## src/rtl/i2s_pkg.sv

```systemverilog
// i2s_pkg: shared constants for the I2S output stage.
//   Default divider, slot and sample sizes; derived frame length and
//   bit-counter width; channel index constants for the shadow registers.
//   Related build option: I2S_LEFT_JUSTIFIED_EN (handled in i2s_serializer).
package i2s_pkg;

  localparam int DEF_MCLK_HALF = 1;
  localparam int DEF_BCLK_HALF = 4;
  localparam int DEF_SLOT_BITS = 32;
  localparam int DEF_SAMPLE_W  = 24;

  localparam int FRAME_BITS = 2 * DEF_SLOT_BITS;
  localparam int BIT_CNT_W  = $clog2(FRAME_BITS);

  localparam logic CH_LEFT  = 1'b0;
  localparam logic CH_RIGHT = 1'b1;

  // Counter width able to hold 0..n-1, never narrower than one bit.
  function automatic int cnt_width(input int n);
    return (n > 1) ? $clog2(n) : 1;
  endfunction

endpackage

```

## src/rtl/i2s_clk_gen.sv

```systemverilog
// i2s_clk_gen: free-running mclk and bclk dividers for the I2S stage.
// Ports:
//   clk        system clock
//   rst        synchronous, active-high reset
//   mclk       DAC master clock, toggles every MCLK_HALF clk cycles
//   bclk       bit clock, toggles every BCLK_HALF clk cycles
//   bclk_fall  one-cycle enable, high in the cycle whose edge drives bclk 1->0
module i2s_clk_gen
  import i2s_pkg::*;
#(
  parameter int MCLK_HALF = DEF_MCLK_HALF,
  parameter int BCLK_HALF = DEF_BCLK_HALF
) (
  input  logic clk,
  input  logic rst,
  output logic mclk,
  output logic bclk,
  output logic bclk_fall
);

  localparam int MW = cnt_width(MCLK_HALF);
  localparam int BW = cnt_width(BCLK_HALF);

  logic [MW-1:0] mclk_cnt;
  logic [BW-1:0] bclk_cnt;
  logic          bclk_wrap;

  assign bclk_wrap = (bclk_cnt == BW'(BCLK_HALF - 1));
  // Decoded from registers so the consumer updates on the same edge bclk falls.
  assign bclk_fall = bclk_wrap & bclk;

  always_ff @(posedge clk) begin
    if (rst) begin
      mclk_cnt <= '0;
      bclk_cnt <= '0;
      mclk     <= 1'b0;
      bclk     <= 1'b0;
    end else begin
      if (mclk_cnt == MW'(MCLK_HALF - 1)) begin
        mclk_cnt <= '0;
        mclk     <= ~mclk;
      end else begin
        mclk_cnt <= mclk_cnt + 1'b1;
      end

      if (bclk_wrap) begin
        bclk_cnt <= '0;
        bclk     <= ~bclk;
      end else begin
        bclk_cnt <= bclk_cnt + 1'b1;
      end
    end
  end

endmodule

```

## src/rtl/i2s_serializer.sv

```systemverilog
// i2s_serializer: stereo 24-bit sample to I2S serial stream for the DAC.
// Ports:
//   clk            system clock (25 MHz)
//   rst            synchronous, active-high reset
//   in_left        signed left sample, held stable by upstream
//   in_right       signed right sample
//   sample_strobe  one-clk pulse in the cycle in_left/in_right are captured
//   mclk, bclk     master and bit clocks
//   lrclk          word select (I2S: 0 = left; left-justified: 1 = left)
//   sdata          serial data, MSB first, changes only as bclk falls
// Build option: define I2S_LEFT_JUSTIFIED_EN for left-justified format
// (no one-bit MSB delay, inverted lrclk, lrclk resets to 1).
module i2s_serializer
  import i2s_pkg::*;
#(
  parameter int MCLK_HALF = DEF_MCLK_HALF,
  parameter int BCLK_HALF = DEF_BCLK_HALF,
  parameter int SLOT_BITS = DEF_SLOT_BITS,
  parameter int SAMPLE_W  = DEF_SAMPLE_W
) (
  input  logic                clk,
  input  logic                rst,
  input  logic [SAMPLE_W-1:0] in_left,
  input  logic [SAMPLE_W-1:0] in_right,
  output logic                sample_strobe,
  output logic                mclk,
  output logic                bclk,
  output logic                lrclk,
  output logic                sdata
);

  localparam int FRAME_N = 2 * SLOT_BITS;
  localparam int CNT_W   = cnt_width(FRAME_N);
  localparam int IDX_W   = cnt_width(SAMPLE_W);

`ifdef I2S_LEFT_JUSTIFIED_EN
  localparam logic LRCLK_RST = 1'b1;
`else
  localparam logic LRCLK_RST = 1'b0;
`endif

  logic                bclk_fall;
  logic [CNT_W-1:0]    bit_cnt;
  logic [SAMPLE_W-1:0] shadow     [2];
  logic [SAMPLE_W-1:0] shadow_nxt [2];
  logic [CNT_W-1:0]    cnt_nxt;
  logic [CNT_W-1:0]    pos;
  logic [CNT_W-1:0]    kpos;
  logic [IDX_W-1:0]    idx;
  logic                capture;
  logic                ch_sel;
  logic                right_slot;
  logic                bit_nxt;

  i2s_clk_gen #(
    .MCLK_HALF (MCLK_HALF),
    .BCLK_HALF (BCLK_HALF)
  ) u_clk_gen (
    .clk       (clk),
    .rst       (rst),
    .mclk      (mclk),
    .bclk      (bclk),
    .bclk_fall (bclk_fall)
  );

  always_comb begin
    cnt_nxt = (bit_cnt == CNT_W'(FRAME_N - 1)) ? '0 : bit_cnt + 1'b1;
    capture = (cnt_nxt == '0);

    // The bit launched with the capture edge must come from the new sample
    // in left-justified mode, so select from the post-capture shadow value.
    shadow_nxt[CH_LEFT]  = capture ? in_left  : shadow[CH_LEFT];
    shadow_nxt[CH_RIGHT] = capture ? in_right : shadow[CH_RIGHT];

`ifdef I2S_LEFT_JUSTIFIED_EN
    pos = cnt_nxt;
`else
    // I2S delays data by one bclk relative to the lrclk edge.
    pos = (cnt_nxt == '0) ? CNT_W'(FRAME_N - 1) : cnt_nxt - 1'b1;
`endif

    ch_sel     = (pos >= CNT_W'(SLOT_BITS));
    kpos       = ch_sel ? pos - CNT_W'(SLOT_BITS) : pos;
    idx        = IDX_W'(SAMPLE_W - 1) - IDX_W'(kpos);
    bit_nxt    = (kpos < CNT_W'(SAMPLE_W)) ? shadow_nxt[ch_sel][idx] : 1'b0;
    right_slot = (cnt_nxt >= CNT_W'(SLOT_BITS));
  end

  always_ff @(posedge clk) begin
    if (rst) begin
      bit_cnt          <= CNT_W'(FRAME_N - 1);
      shadow[CH_LEFT]  <= '0;
      shadow[CH_RIGHT] <= '0;
      lrclk            <= LRCLK_RST;
      sdata            <= 1'b0;
      sample_strobe    <= 1'b0;
    end else begin
      sample_strobe <= 1'b0;
      if (bclk_fall) begin
        bit_cnt          <= cnt_nxt;
        shadow[CH_LEFT]  <= shadow_nxt[CH_LEFT];
        shadow[CH_RIGHT] <= shadow_nxt[CH_RIGHT];
        sample_strobe    <= capture;
        sdata            <= bit_nxt;
`ifdef I2S_LEFT_JUSTIFIED_EN
        lrclk            <= ~right_slot;
`else
        lrclk            <= right_slot;
`endif
      end
    end
  end

endmodule

```

## config.mk

```make
export PLATFORM = sky130hd
export DESIGN_NAME = i2s_serializer
export DESIGN_NICKNAME = d
export VERILOG_FILES = /design/src/rtl/i2s_pkg.sv /design/src/rtl/i2s_clk_gen.sv /design/src/rtl/i2s_serializer.sv
export SDC_FILE = /design/constraint.sdc
export NUM_CORES = 1
export LEC_CHECK = 0
export BUFFER_PORTS_ARGS = -buffer_cell sky130_fd_sc_hd__buf_2
export CAP_MARGIN = 20
export CORE_MARGIN = 5
export CORE_UTILIZATION = 36
export DETAILED_ROUTE_END_ITERATION = 10
export HOLD_SLACK_MARGIN = 0.08
export PLACE_DENSITY = 0.54
export REMOVE_ABC_BUFFERS = 1
export SLEW_MARGIN = 5
export SYNTH_ARGS = -nofsm -noshare
export SYNTH_HDL_FRONTEND = slang
export SYNTH_SLANG_ARGS = --single-unit
```

## constraint.sdc

```tcl
create_clock -name clk -period 3 [get_ports clk]
set_clock_uncertainty 0.15 [all_clocks]
set_input_delay 0.15 -clock clk [delete_from_list [all_inputs] [get_ports clk]]
set_output_delay 0.15 -clock clk [all_outputs]
set_load 0.02 [all_outputs]
```

# --- Yosys cells after proc, flatten, opt, wreduce, memory -nomap -nowiden ---
# Memories as Yosys holds them, arrays and structs flattened.
# Index checks and enable logic that the tools add are counted.
word_totals:
  wordCells: 52
  ramBits: 48
  ff_bits: 14
  n_memories: 1
  output_inout_bits: 5
memory_table:
  columns: ["name", "words", "width", "rd", "rd_ports_with_merged_regs", "wr", "line_no", "source"]
  rows:
  - ["shadow", 2, 24, 2, 0, 2, "i2s_serializer.sv:44", "logic [SAMPLE_W-1:0] shadow [2];"]
classes:
  n_mux: 18
  eq_ne: 2
  bitwise_logic: 8
  n_lt_le_gt_ge: 5
  n_reduce_logical: 4
  addsub: 6
op_table:
  columns: ["operator", "n"]
  rows:
  - ["$mux W24", 7]
  - ["$mux W6", 3]
  - ["$ge A6 B6 Y1 const B", 2]
  - ["$mux W1", 7]
  - ["$add A6 B1 Y6 const B", 1]
  - ["$eq A6 B6 Y1 const B", 1]
  - ["$logic_not A6 Y1", 1]
  - ["$lt A5 B6 Y1 const B", 1]
  - ["$lt A6 B5 Y1 const B", 1]
  - ["$reduce_or A2 Y1", 3]
  - ["$sub A6 B1 Y6 const B", 1]
  - ["$sub A6 B6 Y6 const B", 1]
  - ["$bmux W1 S5", 1]
  - ["$sub A5 B5 Y5 const A", 1]
  - ["$not A1 Y1", 4]
  - ["$add A2 B1 Y2 const B", 1]
  - ["$eq A2 B2 Y1 const B", 1]
  - ["$ge A2 B2 Y1 const B", 1]
  - ["$not A1 Y2", 1]
  - ["$or A1 B1 Y1", 2]
  - ["$add A1 B1 Y1 const B", 1]
  - ["$and A1 B1 Y1", 1]

# --- Depth between registers and ports, before layout ---
# Gate-level depths: netlist of the first run.
depth:
  ltp_word: 12
  depth_mapped: 15
  depth_no_buf: 14

# --- Hierarchy ---
# Synthesis of the first run repeated with hierarchy kept, for this count alone.
unflattened:
  cells_unflattened: 398
  hier_area_um2: 3678.5
by_module_without_submodules:
  columns: ["module", "area_each_um2", "n_inst", "cells_each"]
  rows:
  - ["i2s_serializer", 3517.1, 1, 384]
  - ["i2s_clk_gen", 161.4, 1, 14]

# --- Worst setup path before layout of the first run ---
# Ideal clock, no wire load.
synth_timing:
  kind: "reg2reg"
  start: "register bit_cnt[0]"
  end: "register sdata"
  stages_incl_launch_ff: 15
  path_slack_ns: 0.133
  t_arrival_ns: 2.639
  required_time_ns: 2.772
  period_less_slack_ns: 2.867
  n_path_buf: 2
  cell_sequence: "dfxtp_1 ha_1 buf_4 nand2_2 o22ai_2 o2111ai_1 clkbuf_1 nand2_1 inv_1 ha_1 inv_1 a2111oi_0 o311a_1 nor4_1 a32oi_1"
synth_via:
  elab_chain_len: 12
synth_rtl:
  columns: ["item", "line_no", "source"]
  rows:
  - ["from (decl)", "i2s_serializer.sv:43", "logic [CNT_W-1:0] bit_cnt;"]
  - ["from (signal assigned)", "i2s_serializer.sv:91", "bit_cnt <= CNT_W'(FRAME_N - 1);"]
  - ["from (signal assigned)", "i2s_serializer.sv:100", "bit_cnt <= cnt_nxt;"]
  - ["$add A6 B1 Y6 or $eq A6 B6 Y1 (tied branches)", "i2s_serializer.sv:67", "cnt_nxt = (bit_cnt == CNT_W'(FRAME_N - 1)) ? '0 : bit_cnt + 1'b1;"]
  - ["$mux W6 (*)", "i2s_serializer.sv:67", null]
  - ["branches (longest 9 deep; another with $sub A6 B1 Y6)", null, null]
  - ["$mux W1 (*)", "i2s_serializer.sv:85", "bit_nxt = (kpos < CNT_W'(SAMPLE_W)) ? shadow_nxt[ch_sel][idx] : 1'b0;"]
  - ["to (signal assigned)", "i2s_serializer.sv:104", "sdata <= bit_nxt;"]
  - ["to (decl)", "i2s_serializer.sv:29", "output logic sdata"]
# Every way passes the cells marked *. The select of a mux whose other input is x is not followed.
# A chain may end at the register's enable or synchronous reset.

# --- Worst setup path in the final report of the first run ---
layout_timing:
  start: "register bit_cnt[0]"
  end: "register sdata"
layout_via:
  elab_chain_len: 12
layout_rtl:
  columns: ["item", "line_no", "source"]
  rows:
  - ["$add A6 B1 Y6 or $eq A6 B6 Y1 (tied branches)", "i2s_serializer.sv:67", null]
  - ["$mux W6 (*)", "i2s_serializer.sv:67", null]
  - ["via cnt_nxt[1]", "i2s_serializer.sv:46", "logic [CNT_W-1:0] cnt_nxt;"]
  - ["branches (longest 9 deep; another with $sub A6 B1 Y6)", null, null]
  - ["$mux W1 (*)", "i2s_serializer.sv:85", null]
# Mark *: on every way through the listed nets, which the timed path passes. The select of a mux whose other input is x is not followed.

==> results of run 1 <==
## routing by layer
metal	global-route usage	up-vias	part of all wire	wire length [um]
met5	0	-	0	0
met4	0.0517	0	0.017	165
met3	0.0355	14	0.035	331
met2	0.254	65	0.49	4680
met1	0.206	1504	0.46	4370
li1	-	1663	-	-
## state kept, by name (all words and copies together), names as in the netlist
register and cells:
bit_cnt 6, lrclk 1, sample_strobe 1, sdata 1, shadow 48, u_clk_gen.bclk 1, u_clk_gen.bclk_cnt 2, u_clk_gen.mclk 1
u_clk_gen.mclk_cnt 1
## through the flow
step / hold slack (ps) / std cells
after CTS: 146 / 649
after global routing: 173 / 650
after detailed placement: 263 / 585
final: 156 / 650
after floorplan: 72.4 / 369
after global placement: 258 / 585
## area by class of cell
cell class,count,area (um^2)
clock buffer,10,128
multi-input combinational,302,1810
tap,133,166
sequential,62,1720
clock inverter,6,61.3
inverter,5,18.8
timing repair buffer,132,1010
fill,979,4900
## kinds of logic (layout without fill, tap and decap cells)
| kind of cell | after synthesis | in the layout | share of synthesized area |
|---|---|---|---|
| adder cells (fa/ha/maj) | 4 | 4 | 0.0137 |
| XOR/XNOR | 5 | 5 | 0.0120 |
| AO/OA/AOI/OAI | 107 | 107 | 0.198 |
| multiplexers | 18 | 18 | 0.0501 |
| other | 1 | 1 | 0.00103 |
| buffers and inverters | 37 | 153 | 0.0504 |
| AND/OR/NAND/NOR | 167 | 167 | 0.203 |
| flip-flops | 62 | 62 | 0.472 |
## layout by cell type, fill, tap and decap left out, types with 3 or more instances in the layout
| cell | count |
|---|---|
| buf_4 | 26 |
| a211o_1 | 3 |
| mux2i_1 | 16 |
| clkinv_2 | 3 |
| o21ai_0 | 7 |
| dfxtp_1 | 12 |
| nor3_1 | 6 |
| nand2_1 | 115 |
| or3_1 | 3 |
| nand2b_1 | 4 |
| a211oi_1 | 4 |
| o221ai_1 | 3 |
| ha_1 | 3 |
| and2_1 | 3 |
| inv_1 | 4 |
| a2111oi_0 | 3 |
| nand3_1 | 3 |
| nor2_1 | 14 |
| edfxtp_1 | 48 |
| dlygate4sd3_1 | 48 |
| a31oi_1 | 4 |
| o211ai_1 | 4 |
| a21oi_1 | 55 |
| buf_2 | 54 |
| clkbuf_8 | 9 |
## final timing paths
kind	cells past startpoint	from	slack [ps]	end
max	9	bit_cnt[0]	130	sdata
min	3	in_right[18]	160	shadow[0][42]
max reg2reg	9	bit_cnt[0]	130	sdata
min reg2reg	1	u_clk_gen.bclk_cnt[0]	270	u_clk_gen.bclk_cnt[0]
## what timing repair did
item / CTS / global route
endpoints found under the setup margin: 0 / 1
hold buffers: 48 / 0
gates resized for setup: 0 / 12
buffers inserted: 0 / 1
endpoints found under the hold margin: 58 / 0
## report_power, final
| part | total, mW | switching (mW) | internal [mW] | leakage, nW |
|---|---|---|---|---|
| combinational | 0.284 | 0.144 | 0.140 | 1.40 |
| clock | 0.723 | 0.341 | 0.382 | 0.0964 |
| sequential | 0.974 | 0.0193 | 0.955 | 0.610 |
## critical path, cell delays in order (launching register included)
cell	delay, ps
dfxtp_1	350
buf_6	160
ha_1	350
o31ai_4	310
o22ai_2	160
a21boi_4	230
mux2_1	340
o311a_1	300
nor4_2	280
a32oi_1	120
==> results_dict.tcl, run 1 <==
set metrics [dict create \
    cts_buffer_depth 2 \
    drt_iter0_drc 175 \
    totalPowerFinal_mw 1.98 \
    via_count 3246 \
    fp.dieH_um 111 \
    finalSetupViolCount 0 \
    hold_viol 0 \
    max-vdd-ir-drop_mv 0.259 \
    p_per_area_mw_per_mm2 403 \
    drt_pass1_iterations 4 \
    drc 0 \
    dieArea_mm2 0.0122 \
    cp-start-kind "flip-flop" \
    ys_seq_elements 62 \
    rows 36 \
    cts_tree "built" \
    nets 566 \
    required_ps 3060 \
    status "completed" \
    portBuffers 54 \
    placedInstanceArea_mm2 0.00418 \
    critPathArrivalTime_ps 2930 \
    synthCells 401 \
    numCtsBuffers 9 \
    clk_latency_ps 340 \
    dp_slack_ps 52.7 \
    totalWireLength_mm 9.54 \
    synth_top_area_share 0.395 \
    dieWidth_um 111 \
    antenna_found_initial 0 \
    grt_pass1_vias 3198 \
    cp_max_fo 13 \
    ant_nets 0 \
    start_util 0.371 \
    maxCapViolations 0 \
    via_per_inst 4.99 \
    async_reset_ff_frac 0 \
    syn-cell-area_mm2 0.00365 \
    final_core_util 0.501 \
    fin_tns_setup_ps 0 \
    min_period_ps 2870 \
    grt_pass1_wl_mm 15.9 \
    finalMaxSlewViolations 0 \
    grt_util_all_layers 0.157 \
    design_area_mm2 0.00492 \
    synth_edf_count 48 \
    core_mm2 0.00982 \
    place_congestion 0.820 \
    fmax_mhz 349 \
    hpwl_mm 6.61 \
    grt_start_max_net_pins 43 \
    grt_overflow 0 \
    h-tree-depth 3 \
    area_growth_pct 34.8 \
    worstSetupPathType "flip-flop to flip-flop" \
    pin_count 55 \
    synth_largest_area_cell "edfxtp_1" \
    synth_flop_cell "edfxtp_1" \
    cts_sinks 62 \
    yosysWarningCount 0 \
    worstSetupEndpointType "flip-flop" \
    synthTopCellsByArea "edfxtp_1, nand2_1, dfxtp_1" \
    synth_cell_type_count 63 \
    leakage_nw 2.11 \
    worst_slack_ps 133 \
    root_buffer "clkbuf_8" \
    path_clk_slew_ps 70 \
    drive_gt1_frac 0.236 \
    rsz0062_at_grt "false" \
    diodes 0 \
    yosys-top-cells-count "nand2_1, a21oi_1, edfxtp_1" \
    post_drt_wl_per_cell_um 14.7 \
    fin_crit_sh 0.956 \
    post-synth-top-count-cell "nand2_1" \
    synth_seq_area_share 0.472 \
    hp-class "input port to flip-flop" \
    synth_area_per_cell_um2 9.10 \
]
(Power assumes the default switching activity.)
==> run 2, diff against run 1 <==
PLACE_DENSITY = 0.58   (was 0.54)
clock period = 2.8 ns   (was 3 ns; I/O delays follow)
==> results_dict.tcl, run 2 (synthesis gave the netlist of run 1 again) <==
set metrics [dict create \
    required_ps 2930 \
    cts_buffer_depth 2 \
    largest_reg_flops 48 \
    portBuffers 54 \
    cp-start-kind "flip-flop" \
    final_common_cell "nand2_1" \
    cp_num_buf_inv 2 \
    grt_util_all_layers 0.161 \
    grt_start_max_net_pins 33 \
    via_per_inst 5.09 \
    h-tree-depth 3 \
    grt_pass1_wl_mm 16.4 \
    post_drt_wl_per_cell_um 15.0 \
    drive_gt1_frac 0.285 \
    largestRegisters "shadow (48), bit_cnt (6), u_clk_gen.bclk_cnt (2)" \
    clk_latency_ps 360 \
    fmax_mhz 362 \
    dieArea_mm2 0.0122 \
    cp_slowest_stage_delay_ps 510 \
    area_growth_pct 41.0 \
    fin_tns_setup_ps 0 \
    finalSetupViolCount 0 \
    drc 0 \
    fp.dieH_um 111 \
    numCtsBuffers 9 \
    pin_count 55 \
    fin_crit_sh 0.986 \
    critPathArrivalTime_ps 2890 \
    crit_chain "buf_6 -> a31oi_2 -> nand3b_1 -> a211o_1 -> a21boi_4 -> buf_12 -> mux2i_1 -> a2111oi_1 -> o221ai_2 -> a32oi_1" \
    totalWireLength_mm 9.93 \
    drt_iter0_drc 186 \
    crit_family "compound AO/OA/AOI/OAI gates" \
    max-vdd-ir-drop_mv 0.305 \
    ant_nets 0 \
    worst_slack_ps 40.1 \
    dp_slack_ps -88.3 \
    cp_max_fo 9 \
    finalMaxSlewViolations 0 \
    max_slew_margin 0.592 \
    diodes 0 \
    drt_pass1_iterations 4 \
    maxCapViolations 0 \
    worstSetupEndpointType "flip-flop" \
    via_count 3369 \
    status "completed" \
    hold_viol 0 \
    path_clk_slew_ps 70 \
    core_mm2 0.00982 \
    dieWidth_um 111 \
    hp-class "input port to flip-flop" \
    worstSetupPathType "flip-flop to flip-flop" \
    layout_common_cells "nand2_1, a21oi_1, buf_2, dlygate4sd3_1, edfxtp_1" \
    hpwl_mm 6.63 \
    tightest_slew_ps 610 \
    start_util 0.371 \
    rsz0062_at_grt "true" \
    rrSetupSlack_ps 40 \
    place_congestion 0.865 \
    leakage_nw 2.18 \
    final_core_util 0.524 \
    antenna_found_initial 0 \
    top_register "shadow" \
    nets 578 \
    cts_tree "built" \
    cts_sinks 62 \
    root_buffer "clkbuf_8" \
    grt_pass1_vias 3354 \
    n_fill_cell 954 \
    rows 36 \
    slowest_stage "a2111oi_1" \
    grt_overflow 0 \
    p_per_area_mw_per_mm2 444 \
    min_period_ps 2760 \
]
run 2: cell types whose count changed in the layout (fill, tap and decap cells not counted), moves of 3 or more:
cell / change
buf_4: +11
dfxtp_1: -4
clkinv_2: -3
dfxtp_2: +3
run 2: what timing repair did:
item                       in CTS  in global routing
resized for setup               6                 32
setup buffers                   0                  2
hold endpoints to repair       59                  0
pin swaps                       0                 12
setup endpoints to repair       1                  1
hold buffers                   48                  0
run 2: final timing paths:
check | endpoint | depth (start not counted) | startpoint
max | sdata | 10 | bit_cnt[1]
min | shadow[0][42] | 3 | in_right[18]
max reg2reg | sdata | 10 | bit_cnt[1]
min reg2reg | u_clk_gen.bclk_cnt[0] | 1 | u_clk_gen.bclk_cnt[0]
run 2: stage by stage:
stage	instance area [um^2]	std cells	power [mW]	hold WS (ps)
floorplan	3480	369	1.20	62.4
CTS	4990	660	2.30	82.1
finish	5140	662	2.28	97.1
detailed placement	4250	596	1.32	273
global route	5140	662	2.37	140
global placement	4250	596	1.31	258
run 2: cell type report:
type	instances	area, um^2	area share
multi-input cells	302	1900	0.370
flip-flops and latches	62	1730	0.337
repair buffers	144	1090	0.213
well taps	133	166	0.0324
clock buffers	10	138	0.0268
clock inverters	6	92.6	0.0180
inverters	5	18.8	0.00365
run 2: routing by layer:
metal	up-vias	track usage	routed length [um]
li1	1687	-	-
met1	1577	0.207	4450
met2	85	0.262	4820
met3	20	0.0338	444
met4	0	0.0714	210
met5	-	0	0
run 2: power breakdown:
group | leakage, nW | internal [mW] | switching, mW
clock | 0.110 | 0.531 | 0.392
sequential | 0.608 | 1.02 | 0.0207
combinational | 1.46 | 0.155 | 0.159
total | 2.18 | 1.71 | 0.571
run 2: worst register-to-register path, cell delays in order, from the launching register on:
cell	delay (ps)
dfxtp_2	340
buf_6	140
a31oi_2	270
nand3b_1	150
a211o_1	340
a21boi_4	160
buf_12	150
mux2i_1	130
a2111oi_1	510
o221ai_2	150
a32oi_1	180
